==> config.mk <==
export PLATFORM = sky130hd
export DESIGN_NAME = proj_switch_ctrl
export DESIGN_NICKNAME = d
export VERILOG_FILES = /design/src/rtl/proj_switch_pkg.sv /design/src/rtl/proj_switch_timer.sv /design/src/rtl/proj_switch_ctrl.sv
export SDC_FILE = /design/constraint.sdc
export NUM_CORES = 1
export LEC_CHECK = 0
export CORE_ASPECT_RATIO = 2
export CORE_MARGIN = 10
export CORE_UTILIZATION = 50
export CTS_CLUSTER_DIAMETER = 80
export CTS_CLUSTER_SIZE = 28
export DETAILED_ROUTE_END_ITERATION = 7
export GPL_ROUTABILITY_DRIVEN = 0
export PLACE_DENSITY = 0.75
export SLEW_MARGIN = 20
export SYNTH_ARGS = -nofsm -noshare
export SYNTH_HDL_FRONTEND = slang
export SYNTH_SLANG_ARGS = --single-unit
==> constraint.sdc <==
create_clock -name clk -period 5.25 [get_ports clk]
set_clock_uncertainty 0.2 [all_clocks]
set_input_delay 0.7875 -clock clk [delete_from_list [all_inputs] [get_ports clk]]
set_output_delay 0.7875 -clock clk [all_outputs]
set_load 0.005 [all_outputs]
==> src/rtl/proj_switch_pkg.sv <==
// proj_switch_pkg: shared types and constants for the project switch controller.
// Holds the FSM state enum, isolate phase length and select-width helper.
package proj_switch_pkg;

  typedef enum logic [2:0] {
    ST_IDLE,
    ST_ISOLATE,
    ST_RESET_HOLD,
    ST_RELEASE,
    ST_ACTIVE
  } state_e;

  localparam int ISOLATE_CYCLES = 2;

  function automatic int sel_w(input int n);
    return (n < 2) ? 1 : $clog2(n);
  endfunction

endpackage

==> src/rtl/proj_switch_timer.sv <==
// proj_switch_timer: loadable down-counter that stops at zero.
// Ports: clk, reset (async high), load_i/load_val_i, done_o (count is zero).
module proj_switch_timer #(
  parameter int W = 4
) (
  input  logic         clk,
  input  logic         reset,
  input  logic         load_i,
  input  logic [W-1:0] load_val_i,
  output logic         done_o
);

  logic [W-1:0] cnt_q;

  always_ff @(posedge clk or posedge reset) begin
    if (reset) begin
      cnt_q <= '0;
    end else if (load_i) begin
      cnt_q <= load_val_i;
    end else if (cnt_q != '0) begin
      cnt_q <= cnt_q - W'(1);
    end
  end

  assign done_o = (cnt_q == '0);

endmodule

==> src/rtl/proj_switch_ctrl.sv <==
// proj_switch_ctrl: sequences isolate / reset-hold / release when switching
// between user projects. Ports: clk, reset, sel_in/sel_off/sel_valid/sel_ready
// request handshake, active_sel, proj_reset, io_en, busy, err, wdt_kick,
// wdt_fired. Define PROJ_SWITCH_WDT_EN to build the ACTIVE-state watchdog.
module proj_switch_ctrl
  import proj_switch_pkg::*;
#(
  parameter int NUM_PROJECTS  = 8,
  parameter int SETTLE_CYCLES = 16,
  parameter int WDT_CYCLES    = 1048576,
  localparam int SEL_W = sel_w(NUM_PROJECTS)
) (
  input  logic                    clk,
  input  logic                    reset,
  input  logic [SEL_W-1:0]        sel_in,
  input  logic                    sel_off,
  input  logic                    sel_valid,
  output logic                    sel_ready,
  output logic [SEL_W-1:0]        active_sel,
  output logic [NUM_PROJECTS-1:0] proj_reset,
  output logic                    io_en,
  output logic                    busy,
  output logic                    err,
  input  logic                    wdt_kick,
  output logic                    wdt_fired
);

  localparam int PW = $clog2(SETTLE_CYCLES + ISOLATE_CYCLES) + 1;
  localparam logic [PW-1:0] ISO_LD = PW'(ISOLATE_CYCLES - 1);
  localparam logic [PW-1:0] SET_LD = PW'(SETTLE_CYCLES - 1);
  localparam logic [SEL_W:0] NP = (SEL_W + 1)'(NUM_PROJECTS);
  localparam logic [NUM_PROJECTS-1:0] ALL1 = '1;
  localparam logic [NUM_PROJECTS-1:0] ONE = NUM_PROJECTS'(1);

  state_e                  state_q, state_d;
  logic [SEL_W-1:0]        sel_q, sel_d, tgt_q;
  logic                    off_q;
  logic [NUM_PROJECTS-1:0] prst_q, prst_d;
  logic                    io_q, busy_q, err_q;
  logic                    accept, invalid;
  logic                    ph_load, ph_done;
  logic [PW-1:0]           ph_val;
  logic                    wdt_to;

  assign sel_ready = ~reset &
    ((state_q == ST_IDLE) | (state_q == ST_ACTIVE));
  assign accept  = sel_valid & sel_ready;
  assign invalid = ~sel_off & ({1'b0, sel_in} >= NP);

  always_comb begin
    state_d = state_q;
    case (state_q)
      ST_IDLE: begin
        if (accept & ~sel_off & ~invalid) state_d = ST_ISOLATE;
      end
      ST_ACTIVE: begin
        // any accepted request outranks a same-cycle timeout
        if (accept) begin
          if (~invalid) state_d = ST_ISOLATE;
        end else if (wdt_to) begin
          state_d = ST_RESET_HOLD;
        end
      end
      ST_ISOLATE: begin
        if (ph_done) state_d = ST_RESET_HOLD;
      end
      ST_RESET_HOLD: begin
        if (ph_done) state_d = off_q ? ST_IDLE : ST_RELEASE;
      end
      ST_RELEASE: begin
        if (ph_done) state_d = ST_ACTIVE;
      end
      default: state_d = ST_IDLE;
    endcase
  end

  // new index is adopted only when a switch (not an off) enters reset-hold
  always_comb begin
    sel_d = sel_q;
    if (state_d == ST_RESET_HOLD && state_q == ST_ISOLATE && !off_q)
      sel_d = tgt_q;
  end

  always_comb begin
    prst_d = ALL1;
    case (state_d)
      ST_ACTIVE, ST_RELEASE: prst_d = ~(ONE << sel_d);
      ST_ISOLATE:            prst_d = prst_q;
      default:               prst_d = ALL1;
    endcase
  end

  assign ph_load = (state_d != state_q);
  assign ph_val  = (state_d == ST_ISOLATE) ? ISO_LD : SET_LD;

  proj_switch_timer #(.W(PW)) u_phase (
    .clk        (clk),
    .reset      (reset),
    .load_i     (ph_load),
    .load_val_i (ph_val),
    .done_o     (ph_done)
  );

  always_ff @(posedge clk or posedge reset) begin
    if (reset) begin
      state_q <= ST_IDLE;
      sel_q   <= '0;
      tgt_q   <= '0;
      off_q   <= 1'b0;
      prst_q  <= ALL1;
      io_q    <= 1'b0;
      busy_q  <= 1'b0;
      err_q   <= 1'b0;
    end else begin
      state_q <= state_d;
      sel_q   <= sel_d;
      prst_q  <= prst_d;
      io_q    <= (state_d == ST_ACTIVE);
      busy_q  <= (state_d == ST_ISOLATE) |
                 (state_d == ST_RESET_HOLD) |
                 (state_d == ST_RELEASE);
      err_q   <= accept & invalid;
      if (accept & ~invalid) begin
        tgt_q <= sel_in;
        off_q <= sel_off;
      end
    end
  end

`ifdef PROJ_SWITCH_WDT_EN
  localparam int WW = $clog2(WDT_CYCLES) + 1;
  localparam logic [WW-1:0] WDT_LD = WW'(WDT_CYCLES - 1);

  logic wdt_load, wdt_done, fired_q;

  // held loaded outside ACTIVE so it restarts cleanly on entry
  assign wdt_load = wdt_kick | (state_q != ST_ACTIVE);
  assign wdt_to   = (state_q == ST_ACTIVE) & wdt_done & ~wdt_kick;

  proj_switch_timer #(.W(WW)) u_wdt (
    .clk        (clk),
    .reset      (reset),
    .load_i     (wdt_load),
    .load_val_i (WDT_LD),
    .done_o     (wdt_done)
  );

  always_ff @(posedge clk or posedge reset) begin
    if (reset) begin
      fired_q <= 1'b0;
    end else begin
      fired_q <= (state_q == ST_ACTIVE) &
                 (state_d == ST_RESET_HOLD);
    end
  end

  assign wdt_fired = fired_q;
`else
  logic unused_wdt;
  assign unused_wdt = wdt_kick | WDT_CYCLES[0];
  assign wdt_to     = 1'b0;
  assign wdt_fired  = 1'b0;
`endif

  assign active_sel = sel_q;
  assign proj_reset = prst_q;
  assign io_en      = io_q;
  assign busy       = busy_q;
  assign err        = err_q;

endmodule

Yosys cells after proc, flatten, opt, wreduce, memory -nomap -nowiden
Index checks and enable logic that the tools add are counted.
{"block": "word_totals", "ramBits": 0, "rom_bits": 0, "inputBits": 8, "output_inout_bits": 16, "mem_count": 0, "latch_bits": 0, "regBits": 26, "elab_cells": 48}
{"block": "op_classes", "order_cmp": 0, "mux": 12, "n_eq_ne": 9, "n_div": 0, "bitwise_logic": 9, "n_reduce_logical": 8, "addsub": 1, "n_mul": 0, "n_shift": 1}
{"cell": "$mux 3", "count": 6}
{"cell": "$pmux 8 s2", "count": 1}
{"cell": "$pmux 3 s5", "count": 1}
{"cell": "$eq 3x2->1 const B", "count": 4}
{"cell": "$mux 6", "count": 2}
{"cell": "$not 8->8", "count": 1}
{"cell": "$shl 1x3->8 const A", "count": 1}
{"cell": "$eq 3x1->1 const B", "count": 2}
{"cell": "$eq 3x3->1 const B", "count": 2}
{"cell": "$logic_not 6->1", "count": 1}
{"cell": "$reduce_bool 6->1", "count": 1}
{"cell": "$sub 6x1->6 const B", "count": 1}
{"cell": "$mux 4", "count": 1}
{"cell": "$and 1x1->1", "count": 3}
{"cell": "$logic_not 3->1", "count": 1}
{"cell": "$ne 3x3->1", "count": 1}
{"cell": "$or 1x1->1", "count": 3}
{"cell": "$logic_and 1x1->1", "count": 2}
{"cell": "$mux 2", "count": 1}
{"cell": "$not 1->1", "count": 2}
{"cell": "$reduce_bool 2->1", "count": 1}
{"cell": "$reduce_or 2->1", "count": 1}
{"cell": "$logic_not 1->1", "count": 1}

Logic depth before layout (Yosys ltp)
Gate-level depths: netlist (run 1).
{"block": "logic_depth", "ltp_word": 14, "mapped_depth": 9, "depth_no_buf": 8}

Cells and area by module
From an unflattened synthesis (run 1), not the netlist that was laid out.
{"block": "hier_totals", "cells_unflattened": 133, "area_unflattened_um2": 1417.6}
{"module": "proj_switch_ctrl", "area_per_inst_um2": 1036.0, "instances": 1, "seq_area_each_um2": 510.5, "cells_each": 93}
{"module": "proj_switch_timer", "area_per_inst_um2": 381.6, "instances": 1, "seq_area_each_um2": 150.1, "cells_each": 40}

Worst setup path before layout (run 1)
Ideal clock, no wire load.
{"block": "synth_timing", "kind": "register -> register", "startpoint": "register u_phase.cnt_q[0]", "endpoint": "register prst_q[7], in the netlist proj_reset[7]", "path_buffers": 1, "required_ns": 4.957, "path_stages_with_launch": 9, "arrival_ns": 2.094, "synth_period_minus_slack_ns": 2.386, "setup_ns": 0.093, "slack_ns": 2.864, "cell_sequence": "dfrtp_1 inv_1 ha_1 or4b_4 nand2b_4 o31a_1 buf_4 a311oi_1 a221oi_2"}
{"block": "synth_via", "elab_chain_cells": 10, "word_cells_on_any_way": 16, "cone_classes": "4 x eq/ne; 1 x shift; 6 x mux; 1 x bitwise; 4 x reduce/logical"}
{"item": "from (decl)", "line": "proj_switch_timer.sv:13", "rtl": "logic [W-1:0] cnt_q;"}
{"item": "from (signal assigned)", "line": "proj_switch_timer.sv:19", "rtl": "cnt_q <= load_val_i;"}
{"item": "from (signal assigned)", "line": "proj_switch_timer.sv:21", "rtl": "cnt_q <= cnt_q - W'(1);"}
{"item": "$logic_not 6->1 *", "line": "proj_switch_timer.sv:25", "rtl": "assign done_o = (cnt_q == '0);"}
{"item": "$mux 3, on equally long branches", "line": "proj_switch_ctrl.sv:71, proj_switch_ctrl.sv:65, proj_switch_ctrl.sv:68"}
{"item": "$pmux 3 s5 *", "line": "proj_switch_ctrl.sv:52", "rtl": "case (state_q)"}
{"item": "$eq 3x2->1", "line": "proj_switch_ctrl.sv:80", "rtl": "if (state_d == ST_RESET_HOLD && state_q == ST_ISOLATE && !off_q)"}
{"item": "$logic_and 1x1->1 (2 in a row)", "line": "proj_switch_ctrl.sv:80"}
{"item": "$mux 3", "line": "proj_switch_ctrl.sv:80"}
{"item": "$shl 1x3->8", "line": "proj_switch_ctrl.sv:87", "rtl": "ST_ACTIVE, ST_RELEASE: prst_d = ~(ONE << sel_d);"}
{"item": "$not 8->8", "line": "proj_switch_ctrl.sv:87"}
{"item": "$pmux 8 s2", "line": "proj_switch_ctrl.sv:86", "rtl": "case (state_d)"}
{"item": "to (signal assigned)", "line": "proj_switch_ctrl.sv:117", "rtl": "prst_q <= prst_d;"}
{"item": "to (decl)", "line": "proj_switch_ctrl.sv:38", "rtl": "logic [NUM_PROJECTS-1:0] prst_q, prst_d;"}
Mark *: on every way between the ends. The rest lies on a longest branch, timed or not.
A chain may end at the register's enable or synchronous reset.

Final worst setup path (run 1)
{"block": "layout_timing", "startpoint": "input reset", "endpoint": "output sel_ready"}
{"block": "layout_via", "elab_chain_cells": 2}
{"item": "from (decl)", "line": "proj_switch_ctrl.sv:14", "rtl": "input logic reset,"}
{"item": "$not 1->1", "line": "proj_switch_ctrl.sv:45", "rtl": "assign sel_ready = ~reset &"}
{"item": "$and 1x1->1", "line": "proj_switch_ctrl.sv:45"}
{"item": "to (decl)", "line": "proj_switch_ctrl.sv:18", "rtl": "output logic sel_ready,"}
Every way passes these cells.

==> metrics, run 1 <==
grt met2 use=0.225; CP endpoint kind=output port; vias in the first global route=1250; Final Setup Violations=0; CTS Buf Count=3; Top Ports=24; WS Path Type=in2out; core area=2910 um2; initial DRC count=30; WL final=3.27 mm; Worst-Margin Slew=0.952 ns; pre-CTS setup slack=2.02 ns; Critical Path AT=1.95 ns; unrepaired setup endpoints after global routing=no; Worst-Skew Late Latency=0.26 ns; Max Cap Viol=0; TritonCTS clock tree=yes; Syn Area/Cell=9.91 um2; Mapped Cells=150; FP Rows=28; DP HPWL=2.58 mm; placed cell count=194; synth warn=0; Pre-Repair DR Iteration Count=4; Die H=97.1 um; PortBufs=20; post-synthesis register bit count=26; Tmin final=2.93 ns; ant diodes=0; Sink Count=26; DIE AREA=5690 um2; Hold Crit Class=reg2reg; area of the mapped netlist=1490 um2; initial antenna violation count=0; # resized after CTS=0; pwr dens=523 nW/um2; Placed Area=1680 um2; Final ANT Viol Nets=0; register area share after synthesis=0.444; Wirelength per Cell=16.6 um; via count=1193; status=finished, final reports clean; Lkg Pwr=0.746 nW; Most used DFF post-synth=dfrtp_1; CP startpoint kind=input port; Nets=178; Max Root-Sink Buffers=2; EDFF count, synth=0; final std cell area, no fill=1720 um2; GRT Max-Usage Layer=met2; first-pass GRT wire length=5.69 mm; Finished Core Util=0.593; GR Util met1=0.113; residual DRC count=0; crit share post-route=0.559; all-layer global routing usage=0.120; final worst slack=2.32 ns; Starting Density=0.511; largest net degree at the start of global routing=27; layout cell share with drive strength beyond 1=0.144; Netlist cell types=44; met3 usage=0.0262; Hold Slack=0.304 ns; die span in x=58.6 um; DR vias/cell=6.06; Worst-path clk slew=0.08 ns; peak supply drop=0.276 mV; CP max FO=3; f_max=341 MHz; Synth async-reset ratio=1.00; Clk Tree Root Cell=clkbuf_8; Worst Path Required=4.26 ns; slew margin rel.=0.364; hold buffer count at cts=0; fin cells=197; Tot Pwr=0.902 mW; buffer count from post-CTS setup fixing=0; Area Overhead vs Synth=16.0%; GRT Residual Overflow=0; CTS H-tree lvls=1; Setup TNS=0 ns; max-slew violations=0; Final Hold Fails=0
==> worst max-delay path, stage by stage <==
cell             delay [ns]
clkdlybuf4s50_1        0.44
nor3_1                 0.17
clkdlybuf4s50_1        0.54
==> cell families (layout without fill, tap and decap cells) <==
family	after synthesis	in the layout	share of synthesized area
multiplexers	9	9	0.0741
buffers and inverters	17	33	0.0589
AO/OA/AOI/OAI	30	30	0.150
AND/OR/NAND/NOR	64	64	0.250
adder cells (fa/ha/maj)	1	1	0.00842
XOR/XNOR	2	2	0.0118
flip-flops	26	26	0.444
other	1	2	0.00252
==> routing by layer <==
layer,vias up,share of wire
li1,575,-
met4,0,0.021
met3,10,0.039
met2,24,0.59
met5,-,0
met1,584,0.35
==> final timing paths <==
check / from / end / slack (ns) / depth (start not counted)
worst max register to register: u_phase.cnt_q[0]$_DFFE_PP0P_ / proj_reset[3]$_DFFE_PP1P_ / 2.45 / 8
min in group asynchronous: reset / io_en$_DFF_PP0_ / 0.91 / 2
worst min register to register: proj_reset[4]$_DFFE_PP1P_ / proj_reset[4]$_DFFE_PP1P_ / 0.30 / 2
worst min-delay path: proj_reset[4]$_DFFE_PP1P_ / proj_reset[4]$_DFFE_PP1P_ / 0.30 / 2
max in group asynchronous: reset / active_sel[0]$_DFF_PP0_ / 3.36 / 2
worst max-delay path: reset / sel_ready / 2.32 / 3
==> area by class of cell <==
class                           count  area [um2]
Fill cell                         256        1180
Multi-Input combinational cell    108         742
Sequential cell                    26         661
Timing Repair Buffer               20         200
Inverter                           10        42.5
Clock buffer                        3        41.3
Tap cell                           30        37.5
==> state kept, by name, summed over array words and instances, names as in the netlist <==
register       cells
u_phase.cnt_q      6
tgt_q              3
active_sel         3
proj_reset         8
io_en              1
state_q            3
busy               1
off_q              1
==> power breakdown <==
group	internal, mW	switching [mW]	total [mW]
Sequential	0.288	0.0930	0.381
Combinational	0.208	0.206	0.414
Clock	0.0512	0.0558	0.107
==> cell usage in the layout (no fill, tap or decap), types with 6 or more instances in the layout <==
cell,Yosys,final
mux2_2,6,6
o21ai_0,6,6
dfrtp_1,18,18
nor2_1,12,12
a32oi_1,6,6
nand2_1,14,14
inv_1,8,8
dfstp_2,8,8
nand3_1,6,6
clkdlybuf4s50_1,0,20
==> cell usage after synthesis, drive strengths merged (3+ instances only) <==
library cell | count | area (um2)
clkbuf | 3 | 11.3
nor2b | 5 | 31.3
a32oi | 6 | 52.6
nand2b | 6 | 45.0
nand3b | 4 | 30.0
mux2 | 6 | 67.6
nand2 | 14 | 52.6
buf | 4 | 33.8
nor3 | 5 | 25.0
mux2i | 3 | 42.5
a21oi | 3 | 15.0
dfrtp | 18 | 450
nor2 | 12 | 45.0
o21ai | 7 | 35.0
nand3 | 6 | 30.0
dfstp | 8 | 210
o311ai | 3 | 26.3
inv | 9 | 33.8
Power figures use the tool's default switching activity.
==> run 2: changes to the inputs <==
- CORE_UTILIZATION: 50 -> 47
- PLACE_DENSITY: 0.75 -> 0.74
- clock period: 5.25 -> 2.46 ns (I/O delays scaled with it)
==> metrics, run 2 (synthesized netlist as in run 1, its figures left out) <==
status=finished, final reports clean; CTS H-tree lvls=1 (unchanged); PortBufs=20 (unchanged); layout cell share with drive strength beyond 1=0.305 (+0.161); Worst-path clk slew=0.09 ns (about the same); CP max stage delay=0.49 ns (-0.05 ns); die span in x=59.8 um (+2.1%); Hold Crit Class=in2async; crit share post-route=0.990; Placed Area=1780 um2 (+5.8%); core area=3010 um2 (+3.6%); via count=1294 (+8.5%); Hold Slack=0.284 ns (-0.0196 ns); TritonCTS clock tree=yes; DR vias/cell=5.96 (-1.5%); Int Pwr=1.49 mW (+170%); vias in the first global route=1367 (+9.4%); Net Sw Power=0.892 mW (+150%); most frequent cells in the layout=clkdlybuf4s50_1, dfrtp_1, buf_4; Nets=197 (+11%); Clk Tree Root Cell=clkbuf_8; Max Cap Viol=0 (unchanged); Starting Density=0.493 (-0.0178); largest net degree at the start of global routing=16 (-41%); slowest cell on the critical path=or4b_4; max-slew violations=0 (unchanged); all-layer global routing usage=0.131 (+0.0111); unrepaired setup endpoints after global routing=yes; Final Hold Fails=0 (unchanged); pwr dens=1200 nW/um2 (+130%); Wirelength per Cell=16.9 um (+1.9%); Crit path max-delay family=simple AND/OR/NAND/NOR gates; initial antenna violation count=0 (unchanged); max reg flops=8 (unchanged); FP Rows=28 (unchanged); Worst Path Required=2.46 ns (-1.80 ns); f_max=411 MHz; first-pass GRT wire length=6.35 mm (+12%); Area Overhead vs Synth=33.6%; Top Ports=24 (unchanged); Sink Count=26 (unchanged); CP max FO=7 (+4); Final ANT Viol Nets=0 (unchanged); Fill cells=229 (-11%); DP HPWL=2.76 mm (+7.1%); Worst-Margin Slew=0.587 ns (-0.365 ns); Critical Path AT=2.43 ns (+0.48 ns); DIE AREA=5950 um2 (+4.6%); Max Root-Sink Buffers=2 (unchanged); Lkg Pwr=0.861 nW (+15%); Worst-Skew Late Latency=0.27 ns (about the same); WL final=3.67 mm (+12%); hold buffer count at cts=0 (unchanged); residual DRC count=0 (unchanged); Tmin final=2.44 ns; Clk pwr share=0.149 (+0.030); CP endpoint kind=flip-flop; Pre-Repair DR Iteration Count=4 (unchanged); GRT Residual Overflow=0 (unchanged); WS Path Type=reg2reg; CP Cell Sequence=inv_2 > ha_4 > or4b_4 > nand4b_4 > nor4bb_1 > or3_1 > a32oi_1; slew margin rel.=0.606 (+0.242); final std cell area, no fill=1990 um2 (+15%); CP Buf/Inv Count=1 (-1); Final Setup Violations=0 (unchanged); peak supply drop=0.721 mV (+160%); switching share of power=0.375 (-0.0180); CP startpoint kind=flip-flop; CTS Buf Count=3 (unchanged); Die H=99.5 um (+2.5%); sequential power share=0.341 (-0.081); commonest non-fill, non-tap cell in the layout=clkdlybuf4s50_1; combinational share of power=0.510 (+0.051); ant diodes=0 (unchanged); initial DRC count=40 (+33%)
==> run 2: changes by cell type in the layout (fill, tap and decap cells not counted), sizes merged <==
| cell | delta |
|---|---|
| buf | +19 |
| bufinv | +1 |
==> run 2: worst paths after layout <==
kind | startpoint | slack, ns | cells after the start | endpoint
setup / recovery | u_phase.cnt_q[0]$_DFFE_PP0P_ | 0.02 | 7 | proj_reset[2]$_DFFE_PP1P_
setup reg to reg | u_phase.cnt_q[0]$_DFFE_PP0P_ | 0.02 | 7 | proj_reset[2]$_DFFE_PP1P_
hold / removal | reset | 0.28 | 2 | state_q[0]$_DFF_PP0_
max in group asynchronous | reset | 1.20 | 3 | u_phase.cnt_q[1]$_DFFE_PP0P_
hold reg to reg | proj_reset[2]$_DFFE_PP1P_ | 0.31 | 2 | proj_reset[2]$_DFFE_PP1P_
min in group clk | proj_reset[2]$_DFFE_PP1P_ | 0.31 | 2 | proj_reset[2]$_DFFE_PP1P_
==> run 2: repair_timing <==
item	4_1_cts	5_1_grt
buffers inserted	3	3
gates resized for setup	8	13
pin swaps	4	10
endpoints found under the setup margin	8	8
==> run 2: cell type report <==
class                   instances  area, um2  area share
well taps                      30       37.5      0.0189
inverters                      10       42.5      0.0214
clock inverters                 1       30.0      0.0151
clock buffers                   3       41.3      0.0208
repair buffers                 39        350       0.176
flip-flops and latches         26        661       0.333
multi-input cells             108        823       0.415
==> run 2: worst register-to-register path, delay by kind of cell, from the launching register on <==
| kind | cells | cell delay, ns |
|---|---|---|
| AO/OA/AOI/OAI | 1 | 0.20 |
| adder cells (fa/ha/maj) | 1 | 0.14 |
| buffers and inverters | 1 | 0.09 |
| flip-flops | 1 | 0.40 |
| AND/OR/NAND/NOR | 4 | 1.34 |
==> run 2: power groups by stage <==
stage,combinational (mW),sequential [mW],clock [mW]
2_1_floorplan,0.648,0.754,0
3_3_place_gp,0.985,0.800,0
3_5_place_dp,1.02,0.808,0
4_1_cts,1.11,0.804,0.357
5_1_grt,1.34,0.838,0.373
6_report,1.21,0.811,0.354
==> run 2: stage by stage <==
| step | std cells | setup WS (ns) | TNS [ns] | util | total power [mW] |
|---|---|---|---|---|---|
| 6_report | 217 | 0.0246 | 0 | 0.659 | 2.38 |
| 3_5_place_dp | 207 | -0.0664 | -0.345 | 0.591 | 1.82 |
| 4_1_cts | 214 | -0.0265 | -0.0405 | 0.633 | 2.27 |
| 2_1_floorplan | 151 | 0.0736 | 0 | - | 1.40 |
| 3_3_place_gp | 207 | -0.0346 | -0.108 | 0.591 | 1.79 |
| 5_1_grt | 217 | -0.0810 | -0.212 | 0.659 | 2.55 |
==> run 2: metal layers <==
| layer | wire length (um) | GRT usage |
|---|---|---|
| met4 | 37 | 0.0399 |
| met2 | 2280 | 0.254 |
| met1 | 1240 | 0.132 |
| met3 | 114 | 0.0178 |
| met5 | 0 | 0 |
==> run 3: changes to the inputs <==
- TNS_END_PERCENT: not set -> 100
==> results of run 3 <==
Final layout, timing and power as in run 2 (identical DEF).
==> edit (config.mk and constraints of run 3) <==
Encoding of `state_e`: now one-hot (5 bits for 5 states).
--- a/src/rtl/proj_switch_pkg.sv
+++ b/src/rtl/proj_switch_pkg.sv
@@ -2,12 +2,12 @@
 // Holds the FSM state enum, isolate phase length and select-width helper.
 package proj_switch_pkg;
 
-  typedef enum logic [2:0] {
-    ST_IDLE,
-    ST_ISOLATE,
-    ST_RESET_HOLD,
-    ST_RELEASE,
-    ST_ACTIVE
+  typedef enum logic [4:0] {
+    ST_IDLE       = 5'b00001,
+    ST_ISOLATE    = 5'b00010,
+    ST_RESET_HOLD = 5'b00100,
+    ST_RELEASE    = 5'b01000,
+    ST_ACTIVE     = 5'b10000
   } state_e;
 
   localparam int ISOLATE_CYCLES = 2;
Check against the original RTL: same outputs for any inputs over 10 cycles, from zero or initial values and one cycle with reset high; not proved beyond that.
==> edit against run 3 <==
- sequential cell count is 2 higher
- synthesized cell count shrank 4.0%
- synthesized area rose by 2.6%
- final area is 2.8% higher
- critical path depth decreased by 1
- worst setup slack gained 0.029 ns
- sequential share of layout area increased by 1.8 points
- worst hold slack improved by 0.036 ns
- via count is 3.7% higher
- wire length rose by 4.3%
- highest routed layer unchanged
Power is not compared: it rests on default switching activity, and its combinational part moved more than twofold at a synthesized area within 25%.
==> edit: results <==
export IMPL_post_cts_resized=3
export IMPL_hold_path_class="reg2reg"
export IMPL_cts_sinks=28
export IMPL_cp_max_fo=10
export IMPL_grt_total_usage=0.122
export IMPL_hpwlAfterDp_um=2780
export IMPL_rrSetupSlack_ns=0.05
export IMPL_place_area_um2=1850
export IMPL_cp_startpoint="state_q[4]"
export IMPL_dieArea_um2=6060
export IMPL_synth_area_leaders="dfrtp_1, dfstp_2, o32a_1, mux2_2, a21oi_1"
export IMPL_final_nets=196
export IMPL_grt_max_degree=29
export IMPL_buf_share=0.193
export IMPL_drt_iter0_drc=26
export IMPL_reg2regPathDepth=6
export IMPL_r2r_end="u_phase.cnt_q[1]"
export IMPL_cts_setup_buffers=0
export IMPL_synth_compound_area_frac=0.189
export IMPL_dr_wl_met2_um=2110
export IMPL_synth_cell_types=47
export IMPL_critPathSlowestCell="dfrtp_2"
export IMPL_clock_latency_ns=0.28
export IMPL_fmax_ghz=0.416
export IMPL_met2_usage=0.209
export IMPL_muxShareOfSynthArea=0.0673
export IMPL_clk_share=0.0270
export IMPL_dr_wl_met3_um=234
export IMPL_clock_buffers=4
export IMPL_drive_gt1_frac=0.376
export IMPL_status="completed"
export IMPL_multiInputGateArea_um2=800
export IMPL_combinationalPowerShare=0.377
export IMPL_cp_top_family="compound AO/OA/AOI/OAI gates"
export IMPL_fillers=244
export IMPL_num_nonclk_buffers=45
export IMPL_wl_um=3830
export IMPL_multi_input_area_share=0.392
export IMPL_pre_cts_ws_ns=-0.181
export IMPL_ys_seq_area_frac=0.467
export IMPL_grt_pass1_wl_um=5910
export IMPL_wire_per_inst_um=17.6
export IMPL_worst_path_largest_cell_delay_ns=0.51
export IMPL_inverters=9
export IMPL_arrival_ns=2.38
export IMPL_syn_inst=144
export IMPL_synth_xor_area_frac=0.0172
export IMPL_met1_usage=0.117
export IMPL_nMultiInputCombCells=100
export IMPL_synth_common_cells="dfrtp_1, dfstp_2, inv_1"
export IMPL_ys_warn_count=0
export IMPL_place_inst=206
export IMPL_io_buffers=20
export IMPL_drt_met1_wl_um=1310
export IMPL_synth_fa_ha_area_frac=0.0148
==> edit: cell count changes after synthesis, sizes merged, moves of 4 or more <==
cell and change:
a32oi -6, nor2 -4, nand2 -7, a21oi +4, nand3 -6, o32a +8
==> edit: how the worst min path moves through the flow <==
stage,start,endpoint,slack (ns),depth (start not counted)
2_1_floorplan,reset,active_sel[0],0.08,1
3_3_place_gp,proj_reset[0],proj_reset[0],0.30,1
3_5_place_dp,proj_reset[3],proj_reset[3],0.31,1
4_1_cts,proj_reset[3],proj_reset[3],0.32,1
5_1_grt,proj_reset[6],proj_reset[6],0.33,1
6_report,proj_reset[3],proj_reset[3],0.32,1
==> edit: worst reg2reg max path: stages (launching register included) <==
cell,delay (ns)
dfrtp_2,0.51
or3_4,0.39
nor2_4,0.12
a211oi_1,0.06
a311o_1,0.37
a211o_4,0.37
mux2_4,0.30
